$ cat config.mk
export PLATFORM = sky130hd
export DESIGN_NAME = cross_bar_ctrl
export DESIGN_NICKNAME = d
export VERILOG_FILES = /design/src/rtl/cross_bar_pkg.sv /design/src/rtl/cross_bar_arb_rr.sv /design/src/rtl/cross_bar_ctrl.sv
export SDC_FILE = /design/constraint.sdc
export NUM_CORES = 1
export LEC_CHECK = 0
export CORE_MARGIN = 8
export CORE_UTILIZATION = 45
export DETAILED_ROUTE_END_ITERATION = 7
export PLACE_DENSITY = 0.89
export SETUP_SLACK_MARGIN = 0.05
export SLEW_MARGIN = 20
export SYNTH_ARGS = -nofsm -noshare
export SYNTH_HDL_FRONTEND = slang
export SYNTH_SLANG_ARGS = --single-unit
$ cat constraint.sdc
create_clock -name clk -period 4.28 [get_ports clk]
set_clock_uncertainty 0.05 [all_clocks]
set_input_delay 0.642 -clock clk [delete_from_list [all_inputs] [get_ports clk]]
set_output_delay 0.642 -clock clk [all_outputs]
set_load 0.02 [all_outputs]
$ cat src/rtl/cross_bar_pkg.sv
// Shared types and helpers for the crossbar controller: sizing, connection
// number types, per-slave arbiter state and the address-to-slave decode.
package cross_bar_pkg;

  localparam int unsigned MASTER_N     = 4;
  localparam int unsigned SLAVE_N      = 4;
  localparam int unsigned ADDR_W       = 32;
  localparam int unsigned SLAVE_W      = $clog2(SLAVE_N);
  localparam int unsigned MASTER_NUM_W = $clog2(MASTER_N + 1);
  localparam int unsigned SLAVE_NUM_W  = $clog2(SLAVE_N + 1);

  typedef logic [ADDR_W-1:0]       addr_t;
  typedef logic [MASTER_NUM_W-1:0] master_num_t;
  typedef logic [SLAVE_NUM_W-1:0]  slave_num_t;

  typedef enum logic [1:0] {
    ARB_IDLE,
    ARB_BUSY,
    ARB_DONE
  } arb_state_t;

  // Slave numbers are 1-based so that 0 can mean "no connection".
  function automatic slave_num_t slave_decode(input addr_t addr);
    logic [SLAVE_W-1:0] idx;
    idx = addr[ADDR_W-1 -: SLAVE_W];
    return slave_num_t'(idx) + slave_num_t'(1);
  endfunction

endpackage

$ cat src/rtl/cross_bar_arb_rr.sv
// Per-slave round-robin arbiter: grants one requesting master and holds the
// connection through the whole req/ack handshake.
module cross_bar_arb_rr
  import cross_bar_pkg::*;
(
  input  logic                clk,
  input  logic                rst,
  input  logic [MASTER_N:1]   cand,
  input  logic [MASTER_N:1]   master_req,
  input  logic                ack,
  output master_num_t         owner,
  output logic [MASTER_N:1]   grant,
  output logic                busy
);

  arb_state_t  state_q, state_d;
  master_num_t owner_q, owner_d;
  master_num_t ptr_q, ptr_d;
  master_num_t pick;
  logic        pick_vld;
  int unsigned idx;

  always_ff @(posedge clk or posedge rst) begin
    if (rst) begin
      state_q <= ARB_IDLE;
      owner_q <= '0;
      ptr_q   <= master_num_t'(MASTER_N);
    end else begin
      state_q <= state_d;
      owner_q <= owner_d;
      ptr_q   <= ptr_d;
    end
  end

  // Scan ptr+1 .. MASTER_N, 1 .. ptr and take the first candidate.
  always_comb begin
    pick     = '0;
    pick_vld = 1'b0;
    idx      = 0;
    for (int unsigned i = 1; i <= MASTER_N; i++) begin
      idx = ((32'(ptr_q) + i - 1) % MASTER_N) + 1;
      if (!pick_vld && cand[master_num_t'(idx)]) begin
        pick     = master_num_t'(idx);
        pick_vld = 1'b1;
      end
    end
  end

  always_comb begin
    state_d = state_q;
    owner_d = owner_q;
    ptr_d   = ptr_q;
    unique case (state_q)
      ARB_IDLE: begin
        if (pick_vld) begin
          state_d = ARB_BUSY;
          owner_d = pick;
          ptr_d   = pick;
        end
      end
      ARB_BUSY: begin
        if (ack) state_d = ARB_DONE;
      end
      ARB_DONE: begin
        if (!master_req[owner_q]) begin
          state_d = ARB_IDLE;
          owner_d = '0;
        end
      end
      default: begin
        state_d = ARB_IDLE;
        owner_d = '0;
      end
    endcase
  end

  always_comb begin
    owner = owner_q;
    busy  = (state_q != ARB_IDLE);
    grant = '0;
    for (int unsigned i = 1; i <= MASTER_N; i++) begin
      grant[i] = (owner_q == master_num_t'(i));
    end
  end

endmodule

$ cat src/rtl/cross_bar_ctrl.sv
// Crossbar mux controller: decodes each master's target slave, arbitrates per
// slave and drives the slave-side and master-side mux selects.
module cross_bar_ctrl
  import cross_bar_pkg::*;
(
  input  logic                         clk,
  input  logic                         areset,
  input  logic        [MASTER_N:1]     master_req,
  input  addr_t       [MASTER_N:1]     master_addr,
  input  logic        [SLAVE_N:1]      slave_ack,
  output master_num_t [SLAVE_N:1]      slave_mux,
  output slave_num_t  [MASTER_N:1]     master_mux,
  output logic        [SLAVE_N:1]      slave_busy
);

  slave_num_t [MASTER_N:1]              target;
  logic       [SLAVE_N:1][MASTER_N:1]   cand;
  logic       [SLAVE_N:1][MASTER_N:1]   grant;
  logic                                 addr_unused;

  assign addr_unused = ^master_addr;

  always_comb begin
    target = '0;
    cand   = '0;
    for (int unsigned m = 1; m <= MASTER_N; m++) begin
      target[m] = slave_decode(master_addr[m]);
    end
    for (int unsigned s = 1; s <= SLAVE_N; s++) begin
      for (int unsigned m = 1; m <= MASTER_N; m++) begin
        cand[s][m] = master_req[m] && (target[m] == slave_num_t'(s));
      end
    end
  end

  for (genvar s = 1; s <= SLAVE_N; s++) begin : g_arb
    cross_bar_arb_rr u_arb (
      .clk        (clk),
      .rst        (areset),
      .cand       (cand[s]),
      .master_req (master_req),
      .ack        (slave_ack[s]),
      .owner      (slave_mux[s]),
      .grant      (grant[s]),
      .busy       (slave_busy[s])
    );
  end

  // A master holds at most one slave, so OR-ing the per-slave grants is exact.
  always_comb begin
    master_mux = '0;
    for (int unsigned s = 1; s <= SLAVE_N; s++) begin
      for (int unsigned m = 1; m <= MASTER_N; m++) begin
        if (grant[s][m]) master_mux[m] = master_mux[m] | slave_num_t'(s);
      end
    end
  end

  for (genvar m = 1; m <= MASTER_N; m++) begin : g_chk
    a_pair: assert property (@(posedge clk) disable iff (areset)
      (master_mux[m] != '0) |-> (slave_mux[master_mux[m]] == master_num_t'(m)));
  end

endmodule

Yosys cells after proc, flatten, opt, wreduce, memory -nomap -nowiden
Index checks and enable logic that the tools add are counted.
{ "word_totals": {"register_bits": 28, "inputBits": 138} }
{ "op_classes": {"n_addsub": 52, "magnitude_cmp": 20, "n_eq_ne": 52, "n_mux": 116, "n_bitwise": 4, "reduce_logical": 60} }
{ "op_table": {"columns": ["cell", "n"], "rows": [
  ["$mux 3", 28],
  ["$lt 3x4->1 const B", 20],
  ["$add 2x1->3 const B", 20],
  ["$bmux 1 s3", 20],
  ["$eq 3x2->1 const B", 16],
  ["$mux 1", 40],
  ["$mux 2", 20],
  ["$pmux 3 s3", 4],
  ["$sub 2x1->2 const B", 16],
  ["$logic_and 1x1->1", 28],
  ["$eq 3x1->1 const B", 8],
  ["$eq 3x3->1 const B", 8],
  ["$pmux 2 s3", 4],
  ["$reduce_and 3->1", 8],
  ["$add 2x1->2 const B", 8],
  ["$add 2x2->2 const B", 8],
  ["$ne 2x2->1 const B", 8],
  ["$logic_not 1->1", 12],
  ["$eq 2x1->1 const B", 4],
  ["$eq 2x2->1 const B", 4],
  ["$logic_not 2->1", 4],
  ["$ne 2x1->1 const B", 4],
  ["$reduce_and 2->1", 4],
  ["$reduce_bool 2->1", 4],
  ["$not 1->1", 4]
]} }

Depth between registers and ports, before layout
Gate-level depths: netlist (run 1).
{ "depth": {"word_depth": 17, "mapped_depth": 11, "mapped_depth_nobuf": 8} }

Modules after synthesis
Synthesis (run 1) repeated with hierarchy kept, for this count alone.
{ "unflattened": {"cells_unflattened": 376, "area_unflattened_um2": 3288.2} }
{ "modules_own_cells": {"columns": ["mod", "n_inst", "cells_per_inst", "area_each_um2", "seq_area_each_um2"], "rows": [
  ["cross_bar_arb_rr", 4, 88, 772.0, 175.2],
  ["cross_bar_ctrl", 1, 24, 200.2, 0.0]
]} }

Least setup slack after synthesis (run 1)
Ideal clock, no wire load.
{ "synth_path": {"path_kind": "register to register", "startpoint": "register g_arb[1].u_arb.ptr_q[0]", "endpoint": "register g_arb[1].u_arb.ptr_q[0]", "setup_time_ns": 0.121, "arrival_time_ns": 2.718, "t_required_ns": 4.109, "path_slack_ns": 1.391, "stages_incl_launch_ff": 12, "path_buffers": 3, "period_less_slack_ns": 2.889, "cell_sequence": "dfrtp_1 > buf_1 > inv_1 > ha_1 > buf_2 > or4b_1 > a211oi_2 > or2_2 > buf_6 > o21a_1 > o22ai_2 > a22o_1"} }
{ "synth_via": {"elab_chain_cells": 16, "elab_cells_between_ends": 35} }
{ "synth_lines": {"columns": ["element", "line_no", "rtl"], "rows": [
  ["start: declaration", "cross_bar_arb_rr.sv:18", "master_num_t ptr_q, ptr_d;"],
  ["start signal: assignment", "cross_bar_arb_rr.sv:27", "ptr_q <= master_num_t'(MASTER_N);"],
  ["start signal: assignment", "cross_bar_arb_rr.sv:31", "ptr_q <= ptr_d;"],
  ["$add 2x1->2", "cross_bar_arb_rr.sv:41", "idx = ((32'(ptr_q) + i - 1) % MASTER_N) + 1;"],
  ["$sub 2x1->2", "cross_bar_arb_rr.sv:41", null],
  ["$add 2x1->3", "cross_bar_arb_rr.sv:41", null],
  ["$bmux 1 s3", "cross_bar_arb_rr.sv:42", "if (!pick_vld && cand[master_num_t'(idx)]) begin"],
  ["$mux 1 (not written as such)", "cross_bar_arb_rr.sv:42", null],
  ["$mux 1", "cross_bar_arb_rr.sv:42", null],
  ["$logic_not 1->1", "cross_bar_arb_rr.sv:42", null],
  ["$logic_and 1x1->1", "cross_bar_arb_rr.sv:42", null],
  ["$mux 1", "cross_bar_arb_rr.sv:42", null],
  ["$logic_not 1->1", "cross_bar_arb_rr.sv:42", null],
  ["$logic_and 1x1->1", "cross_bar_arb_rr.sv:42", null],
  ["$mux 1", "cross_bar_arb_rr.sv:42", null],
  ["$logic_not 1->1", "cross_bar_arb_rr.sv:42", null],
  ["$logic_and 1x1->1", "cross_bar_arb_rr.sv:42", null],
  ["$mux 1", "cross_bar_arb_rr.sv:42", null],
  ["$reduce_and 2->1 (no source line)", null, null]
]} }
Several ways; a longest one is shown, not always the timed one. The select of a mux whose other input is x is not followed.
A chain may end at the register's enable or synchronous reset.

Final worst setup path (run 1)
{ "layout_path": {"startpoint": "register g_arb[4].u_arb.ptr_q[0]", "endpoint": "register g_arb[4].u_arb.ptr_q[0]"} }
{ "layout_via": {"elab_chain_cells": 16, "elab_cells_between_ends": 35} }
{ "layout_lines": {"columns": ["element", "line_no"], "rows": [
  ["start: declaration", "cross_bar_arb_rr.sv:18"],
  ["start signal: assignment", "cross_bar_arb_rr.sv:27"],
  ["start signal: assignment", "cross_bar_arb_rr.sv:31"],
  ["$add 2x1->2", "cross_bar_arb_rr.sv:41"],
  ["$sub 2x1->2", "cross_bar_arb_rr.sv:41"],
  ["$add 2x1->3", "cross_bar_arb_rr.sv:41"],
  ["$bmux 1 s3", "cross_bar_arb_rr.sv:42"],
  ["$mux 1 (not written as such)", "cross_bar_arb_rr.sv:42"],
  ["$mux 1", "cross_bar_arb_rr.sv:42"],
  ["$logic_not 1->1", "cross_bar_arb_rr.sv:42"],
  ["$logic_and 1x1->1", "cross_bar_arb_rr.sv:42"],
  ["$mux 1", "cross_bar_arb_rr.sv:42"],
  ["$logic_not 1->1", "cross_bar_arb_rr.sv:42"],
  ["$logic_and 1x1->1", "cross_bar_arb_rr.sv:42"],
  ["$mux 1", "cross_bar_arb_rr.sv:42"],
  ["$logic_not 1->1", "cross_bar_arb_rr.sv:42"],
  ["$logic_and 1x1->1", "cross_bar_arb_rr.sv:42"],
  ["$mux 1", "cross_bar_arb_rr.sv:42"],
  ["$reduce_and 2->1 (no source line)", null]
]} }
Several ways; a longest one is shown, not always the timed one. The select of a mux whose other input is x is not followed.

==> impl_metrics.ini, run 1 <==
[power_and_ir_drop]
ir_worst_vdd_mv = 0.458
power_density_mw_per_mm2 = 686
switching_power_mw = 1.34
clock_power_share = 0.066
p_leak_nw = 1.48
p_comb_frac = 0.699
seqPwrFrac = 0.236
power_switching_share = 0.517
cellInternalPower_mw = 1.25

[clocking]
hold_buffers = 0
clk_pin_slew_worst_paths_ns = 0.11
postCtsSetupBuffers = 0
cts-resized-gates = 0
root_buffer = clkbuf_8
htree_levels = 1
clockBufferDepth = 2
cts.sinks = 28
cts_inserted_buffers = 3
clock_latency_ns = 0.28
cts_tree = built

[synthesis]
syn-instance-count = 396
syn-cell-area_mm2 = 0.00329
synth-edff-count = 0
synth_async_sr_flop_share = 1.00
ys_seq_elements = 28
yosysWarningCount = 0
synth_cell_types = 85
syn-num-nets = 550
syn_avg_cell_area_um2 = 8.31
ys_seq_area_frac = 0.213
synth_ff_type = dfrtp_1

[layout]
postLayoutCellArea_mm2 = 0.00377
final_cells = 518
antennaDiodeCount = 0
drive_gt1_frac = 0.0859
fin_nets = 574
syn_to_final_growth_pct = 14.5

[routing]
vias = 3355
detail-route-antenna-nets = 0
wl_per_cell_um = 18.0
drt-initial-drc-count = 364
wl_mm = 9.34
drcViolationCount = 0
routed_via_density = 6.48
dr.pass1.iters = 5

[setup_path]
setup.worst_path.class = register to register
crit_path_end_kind = register
cp_max_fo = 20
required_ns = 4.39
cp-start-kind = register
crit_arrival_ns = 3.55

[outcome]
status = finished clean

[sta]
period_minus_slack_ns = 3.43
finalCritPeriodShare = 0.802
tns_ns = 0
relSlewSlack = 0.537
rsz0062_at_grt = no
hold_violations = 0
setup_violations = 0
worst_pin_slew_ns = 0.677
maxSlewViolCount = 0
worst_slack_ns = 0.845
max_clock_freq_mhz = 291

[job]
cap_violations = 0

[die]
start_util = 0.458
io_pins = 166
die_w_um = 101
rows = 31
core_mm2 = 0.00718
die_area_mm2 = 0.0103
die_h_um = 101

[placed_design]
place_congestion = 0.912
place_inst = 514
portBuffers = 45
dp_hpwl_mm = 6.99
place_area_mm2 = 0.00371
place_ws_ns = 0.876

[hold_path]
worstHoldPathType = register to register

[global_routing]
grt_pass1_wl_mm = 15.1
first_global_vias = 3206
grt_max_degree = 29
gr-usage-all-layers = 0.178
antenna_found_initial = 0
globalRouteOverflowTotal = 0
==> registers in the layout, summed over array words and instances (netlist names) <==
register / count
g_arb.u_arb.owner: 12
g_arb.u_arb.state_q: 8
g_arb.u_arb.ptr_q: 8
==> synthesized netlist by cell type, types with 3 or more instances <==
cell type   n  area share
a211o_1     4       0.011
a211oi_1    3      0.0068
a21o_1      6       0.014
a21oi_1    14       0.021
a31oi_1     3      0.0057
a32o_1      4       0.012
and4b_1     4       0.012
buf_2      11       0.017
buf_4       7       0.016
clkbuf_1    5      0.0057
dfrtp_1    28        0.21
ha_1       16       0.061
inv_1      28       0.032
mux2_1      3       0.010
mux2_2      4       0.014
mux2i_1     7       0.021
nand2_1    27       0.031
nand2b_1    9       0.017
nand3_1    15       0.023
nand3b_1   11       0.025
nand4_1     3      0.0057
nand4b_1    7       0.019
nor2_1     27       0.031
nor3_1     15       0.023
nor4_1      4      0.0076
nor4b_1     4       0.011
o21a_1      4      0.0091
o21ai_0    15       0.023
o221ai_1    3      0.0080
o22ai_1    10       0.019
o311ai_1    4       0.011
o31ai_1     6       0.014
o32a_1      3      0.0091
o32ai_1     6       0.016
or2_2       4      0.0076
or3_1       4      0.0076
or3b_1      4       0.011
or4_1       3      0.0068
xnor2_1     3      0.0080
==> kinds of logic (layout without fill, tap and decap cells) <==
group	count (synthesis)	after routing	share of synthesized area
AOI/OAI and AO/OA	117	117	0.291
xor gates and xnor gates	3	3	0.00799
adders and majority gates	16	16	0.0609
buffers and inverters	54	77	0.0784
DFF	28	28	0.213
muxes	15	15	0.0494
and+or+nand+nor	163	163	0.299
==> worst paths after layout <==
check / to / cells past startpoint / from / slack (ns)
worst max-delay path: g_arb[4].u_arb.ptr_q[0] / 8 / g_arb[4].u_arb.ptr_q[0] / 0.85
worst min-delay path: g_arb[1].u_arb.state_q[0] / 1 / g_arb[1].u_arb.state_q[1] / 0.45
worst max register to register: g_arb[4].u_arb.ptr_q[0] / 8 / g_arb[4].u_arb.ptr_q[0] / 0.85
worst min register to register: g_arb[1].u_arb.state_q[0] / 1 / g_arb[1].u_arb.state_q[1] / 0.45
max in group asynchronous: g_arb[4].u_arb.ptr_q[1] / 2 / areset / 3.07
min in group asynchronous: g_arb[2].u_arb.owner[2] / 2 / areset / 0.70
==> placed cells by master (no fill, tap or decap), types with 6 or more instances in the layout <==
| cell type | synthesis | final |
|---|---|---|
| clkdlybuf4s50_1 | 0 | 45 |
| dfrtp_1 | 28 | 28 |
| nand2_1 | 27 | 27 |
| nor2_1 | 27 | 27 |
| inv_1 | 28 | 27 |
| ha_1 | 16 | 16 |
| o21ai_0 | 15 | 15 |
| nand3_1 | 15 | 15 |
| nor3_1 | 15 | 15 |
| a21oi_1 | 14 | 14 |
| nand3b_1 | 11 | 11 |
| o22ai_1 | 10 | 10 |
| nand2b_1 | 9 | 9 |
| nand4b_1 | 7 | 7 |
| mux2i_1 | 7 | 7 |
| a21o_1 | 6 | 6 |
| o32ai_1 | 6 | 6 |
| o31ai_1 | 6 | 6 |
==> through the flow <==
step	utilization	hold WS, ns	total power, mW
6_report	0.525	0.451	2.58
5_1_grt	0.525	0.502	2.78
4_1_cts	0.525	0.454	2.57
3_5_place_dp	0.517	0.440	2.38
3_3_place_gp	0.517	0.423	2.33
2_1_floorplan	-	0.412	1.91
==> critical path: stages, from the launching register on <==
cell and delay (ns):
dfrtp_1 0.73, inv_1 0.21, ha_1 0.65, nand4b_1 0.17
a211oi_1 0.13, nor3_1 0.53, a41oi_2 0.26, and2b_1 0.27
mux2_1 0.32
==> final cells by class <==
| class | instances | area (um^2) |
|---|---|---|
| multi-input cells | 314 | 2330 |
| repair buffers | 45 | 450 |
| flip-flops and latches | 28 | 701 |
| fillers | 661 | 3410 |
| well taps | 99 | 124 |
| clock buffers | 4 | 55.1 |
| inverters | 28 | 105 |
==> routing by layer <==
metal | GRT usage | share of wire | vias up | wire length, um
met4 | 0.0458 | 0.0091 | 0 | 85
li1 | - | - | 1563 | -
met1 | 0.247 | 0.46 | 1620 | 4330
met5 | 0 | 0 | - | 0
met2 | 0.266 | 0.43 | 162 | 4020
met3 | 0.0474 | 0.096 | 10 | 893
==> power by group through the flow <==
stage	Combinational [mW]	Sequential, mW	Clock, mW
5_1_grt	1.96	0.633	0.184
3_5_place_dp	1.78	0.606	0
2_1_floorplan	1.38	0.535	0
6_report	1.80	0.609	0.170
4_1_cts	1.79	0.601	0.174
3_3_place_gp	1.74	0.596	0
Note: power is estimated with default switching activity, not from simulation.
==> run 2: changes to the inputs <==
- CORE_UTILIZATION: 45 -> 41
- PLACE_DENSITY: 0.89 -> 0.82
- clock period: 4.28 -> 3.18 ns (I/O delays scaled with it)
==> run 2 against run 1 <==
Against the previous run:
- sequential share of layout area down 0.84 points
- clock-buffer cell count decreased by 1
- core utilization decreased by 1.7 points
- critical path type unchanged
- largest power group unchanged
- highest routed layer unchanged
==> impl_metrics.ini, run 2 (synthesized netlist as in run 1, its figures left out) <==
[clocking]
root_buffer = clkbuf_8
clockBufferDepth = 2
postCtsSetupBuffers = 0
clk_pin_slew_worst_paths_ns = 0.11
htree_levels = 1
cts-resized-gates = 0
hold_buffers = 0
cts_inserted_buffers = 3
cts_tree = built
clock_latency_ns = 0.29
cts.sinks = 28

[global_routing]
grt_max_degree = 29
gr-usage-all-layers = 0.166
grt_pass1_wl_mm = 15.7
globalRouteOverflowTotal = 0
antenna_found_initial = 0
first_global_vias = 3122

[layout]
fillers = 735
antennaDiodeCount = 0
largest_register_ffs = 12
mostFrequentLayoutCell = clkdlybuf4s50_1
final_cell_mix = clkdlybuf4s50_1 (45), inv_1 (28), dfrtp_1 (28)
syn_to_final_growth_pct = 19.9
postLayoutCellArea_mm2 = 0.00394
fin_nets = 595
drive_gt1_frac = 0.127

[placed_design]
place_area_mm2 = 0.00387
portBuffers = 45
place_congestion = 0.949
dp_hpwl_mm = 7.34

[setup_path]
cp-start-kind = register
cp-startpoint = g_arb[3].u_arb.ptr_q[0]
r2r-start = g_arb[3].u_arb.ptr_q[0]
crit_arrival_ns = 2.97
crit_path_end_kind = register
required_ns = 3.31
setup.worst_path.class = register to register
cp_max_fo = 15

[power_and_ir_drop]
seqPwrFrac = 0.198
p_leak_nw = 1.59
power_density_mw_per_mm2 = 924
p_comb_frac = 0.720
power_switching_share = 0.502
switching_power_mw = 1.83
clock_power_share = 0.081
cellInternalPower_mw = 1.81
total_power_mw = 3.64
ir_worst_vdd_mv = 0.625

[sta]
setup_violations = 0
hold_violations = 0
rsz0062_at_grt = no
finalCritPeriodShare = 0.895
period_minus_slack_ns = 2.85
maxSlewViolCount = 0
worst_pin_slew_ns = 0.676
max_clock_freq_mhz = 351
relSlewSlack = 0.543
tns_ns = 0

[hold_path]
min-delay-start = g_arb[1].u_arb.state_q[1]
worstHoldPathType = register to register

[die]
rows = 32
io_pins = 166
core_mm2 = 0.00777
die_area_mm2 = 0.0111
die_w_um = 106
die_h_um = 106
start_util = 0.423

[routing]
detail-route-antenna-nets = 0
drt-initial-drc-count = 301
vias = 3324
wl_mm = 9.61
drcViolationCount = 0
dr.pass1.iters = 7
routed_via_density = 6.13
wl_per_cell_um = 17.7

[job]
cap_violations = 0

[outcome]
status = finished clean
-- run 2: cell types whose count changed in the layout (fill, tap and decap cells not counted) --
cell	change
buf_4	+21
bufinv_16	+1
inv_1	+1
clkbuf_8	-1
inv_2	-1
-- run 2: cell type report --
class | count | area [um^2] | area share
timing repair buffer | 66 | 608 | 0.154
clock buffer | 3 | 41.3 | 0.0105
inverter | 28 | 105 | 0.0266
multi-input combinational | 314 | 2330 | 0.591
sequential | 28 | 701 | 0.178
clock inverter | 1 | 30.0 | 0.00761
tap | 102 | 128 | 0.0324
-- run 2: worst max-delay path, stage by stage (launching register included) --
cell and delay (ns):
dfrtp_1 0.39, inv_1 0.19, ha_1 0.44, and4b_1 0.30, o211ai_2 0.23, nand2_1 0.17
or3_1 0.44, a2111oi_2 0.39, o31ai_1 0.12
-- run 2: per-layer routing --
layer,vias up,part of all wire,GRT usage,routed length [um]
li1,1602,-,-,-
met1,1564,0.50,0.242,4810
met2,148,0.42,0.250,4010
met3,10,0.072,0.0280,694
met4,0,0.011,0.0372,104
met5,-,0,0,0
-- run 2: path summary, 6_finish.rpt --
| kind | to | slack (ns) | depth (start not counted) |
|---|---|---|---|
| worst max-delay path | g_arb[3].u_arb.owner[2] | 0.33 | 8 |
| worst min-delay path | g_arb[1].u_arb.state_q[0] | 0.45 | 1 |
| worst max register to register | g_arb[3].u_arb.owner[2] | 0.33 | 8 |
| worst min register to register | g_arb[1].u_arb.state_q[0] | 0.45 | 1 |
| max in group asynchronous | g_arb[4].u_arb.state_q[1] | 2.30 | 3 |
| min in group asynchronous | g_arb[2].u_arb.state_q[1] | 0.50 | 3 |
-- run 2: power by group through the flow --
stage / sequential (mW) / combinational, mW / clock, mW
6_report: 0.722 / 2.62 / 0.297
5_1_grt: 0.754 / 2.85 / 0.313
4_1_cts: 0.719 / 2.60 / 0.301
3_5_place_dp: 0.726 / 2.59 / 0
3_3_place_gp: 0.711 / 2.54 / 0
2_1_floorplan: 0.720 / 1.85 / 0
-- run 2: per-stage QoR --
stage	setup slack, ns	hold slack (ns)	std cells	util
after CTS	0.343	0.459	542	0.508
after detailed placement	0.110	0.438	538	0.499
after global routing	0.162	0.487	542	0.508
after floorplan	0.291	0.412	396	-
after global placement	0.124	0.436	538	0.499
final	0.333	0.452	542	0.508
==> run 3: changes to the inputs <==
- MAX_ROUTING_LAYER: default -> met4
- SLEW_MARGIN: 20 -> default
==> run 3 against run 2 <==
Against the previous run:
- die area unchanged
- register-to-register slack improved by 0.02 ns
- global-route usage increased by 1.0 points
- sequential power about the same
- combinational power about the same
- first-iteration DRC count decreased by 7.6%
- critical path depth unchanged
- final cell count decreased by 0.37%
- core utilization decreased by 0.40 points
- largest power group unchanged
==> impl_metrics.ini, run 3 (synthesized netlist as in run 1, its figures left out) <==
[outcome]
status = finished clean

[setup_path]
worstSetupPathDepth = 8
cp.buffers_inverters = 2
worstPathCellList = inv_1, ha_1, inv_1, mux2_2, o221ai_1, or4_4, nand2_2, mux2_1
setup.worst_path.class = register to register
rrSetupSlack_ns = 0.35
timing.rr.end = g_arb[2].u_arb.ptr_q[1]
max_stage_delay_ns = 0.60
r2r_cells = 8
cp_max_fo = 15
cp_top_family = simple AND/OR/NAND/NOR gates
cp-startpoint = g_arb[2].u_arb.ptr_q[0]
cp-start-kind = register
cpMostUsedCell = inv_1
cp_slowest_cell = or4_4
r2r-start = g_arb[2].u_arb.ptr_q[0]
crit_arrival_ns = 2.94
required_ns = 3.29
crit_path_end_kind = register

[power_and_ir_drop]
ir_worst_vdd_mv = 0.549
power_density_mw_per_mm2 = 918
p_leak_nw = 1.57
total_power_mw = 3.59

[hold_path]
worstHoldPathType = register to register
whs_endpoint = g_arb[1].u_arb.state_q[0]
min-delay-start = g_arb[1].u_arb.state_q[1]
hold_depth = 1

[die]
rows = 32
die_area_mm2 = 0.0111
core_mm2 = 0.00777
io_pins = 166
die_w_um = 106
die_h_um = 106
start_util = 0.423

[clocking]
root_buffer = clkbuf_8
cts.sinks = 28
cts_tree = built
clock_latency_ns = 0.29
clk_pin_slew_worst_paths_ns = 0.11
htree_levels = 1
clockBufferDepth = 2
postCtsSetupBuffers = 0
hold_buffers = 0
cts_inserted_buffers = 3
cts-resized-gates = 0

[sta]
setup_violations = 0
max_clock_freq_mhz = 354
period_minus_slack_ns = 2.83
tns_ns = 0
rsz0062_at_grt = no
worst_slack_ns = 0.351
maxSlewViolCount = 0
relSlewSlack = 0.576
finalCritPeriodShare = 0.889
fin_hold_ws_ns = 0.470
worst_pin_slew_ns = 0.626
hold_violations = 0

[layout]
final_cell_mix = clkdlybuf4s50_1 (45), inv_1 (28), dfrtp_1 (28)
postLayoutCoreUtil = 0.504
largest_register_ffs = 12
multi_input_area_mm2 = 0.00233
syn_to_final_growth_pct = 18.9
postLayoutCellArea_mm2 = 0.00391
antennaDiodeCount = 0
mostFrequentLayoutCell = clkdlybuf4s50_1
fillers = 753
seq_area_um2 = 701
fin_nets = 593
final_cells = 540
drive_gt1_frac = 0.123

[routing]
dr.pass1.iters = 5
wl_mm = 9.75
detail-route-antenna-nets = 0
vias = 3396
drcViolationCount = 0
drt-initial-drc-count = 278
routed_via_density = 6.29
wl_per_cell_um = 18.1

[global_routing]
gr-usage-all-layers = 0.176
first_global_vias = 3205
grt_max_degree = 29
grt_pass1_wl_mm = 16.1
globalRouteOverflowTotal = 0
antenna_found_initial = 0

[job]
cap_violations = 0

[placed_design]
dp_hpwl_mm = 7.39
place_area_mm2 = 0.00386
place_congestion = 0.951
place_inst = 536
portBuffers = 45
place_ws_ns = 0.142
[run 3: cell types whose count changed in the layout (fill, tap and decap cells not counted)]
cell | previous run | this run
buf_4 | 21 | 19
bufinv_16 | 1 | 0
clkbuf_8 | 3 | 4
[run 3: power breakdown]
group / switching [mW] / internal, mW / total, mW
sequential: 0.219 / 0.506 / 0.724
clock: 0.122 / 0.111 / 0.233
combinational: 1.51 / 1.13 / 2.63
[run 3: worst max-delay path by stage]
stage	to	slack [ns]
2_1_floorplan	g_arb[1].u_arb.ptr_q[0]	0.29
3_3_place_gp	g_arb[2].u_arb.ptr_q[1]	0.14
3_5_place_dp	g_arb[2].u_arb.ptr_q[1]	0.14
4_1_cts	g_arb[2].u_arb.ptr_q[1]	0.37
5_1_grt	g_arb[3].u_arb.owner[2]	0.21
6_report	g_arb[2].u_arb.ptr_q[1]	0.35
[run 3: final cells by class]
cell class | count | area share
multi-input combinational | 314 | 0.596
sequential | 28 | 0.179
timing repair buffer | 64 | 0.152
tap | 102 | 0.0326
inverter | 28 | 0.0269
clock buffer | 4 | 0.0141
[run 3: worst reg2reg max path: cells and delay by family (launching register included)]
kind / cells / cell delay (ns)
buffers and inverters: 2 / 0.24
muxes: 2 / 0.60
and+or+nand+nor: 2 / 0.74
AOI/OAI and AO/OA: 1 / 0.14
adders and majority gates: 1 / 0.59
DFF: 1 / 0.35
[run 3: routing by layer]
layer  GRT usage  part of all wire
met1       0.253              0.48
met2       0.255              0.43
met3      0.0292             0.086
met4      0.0312            0.0085
met5           -                 0
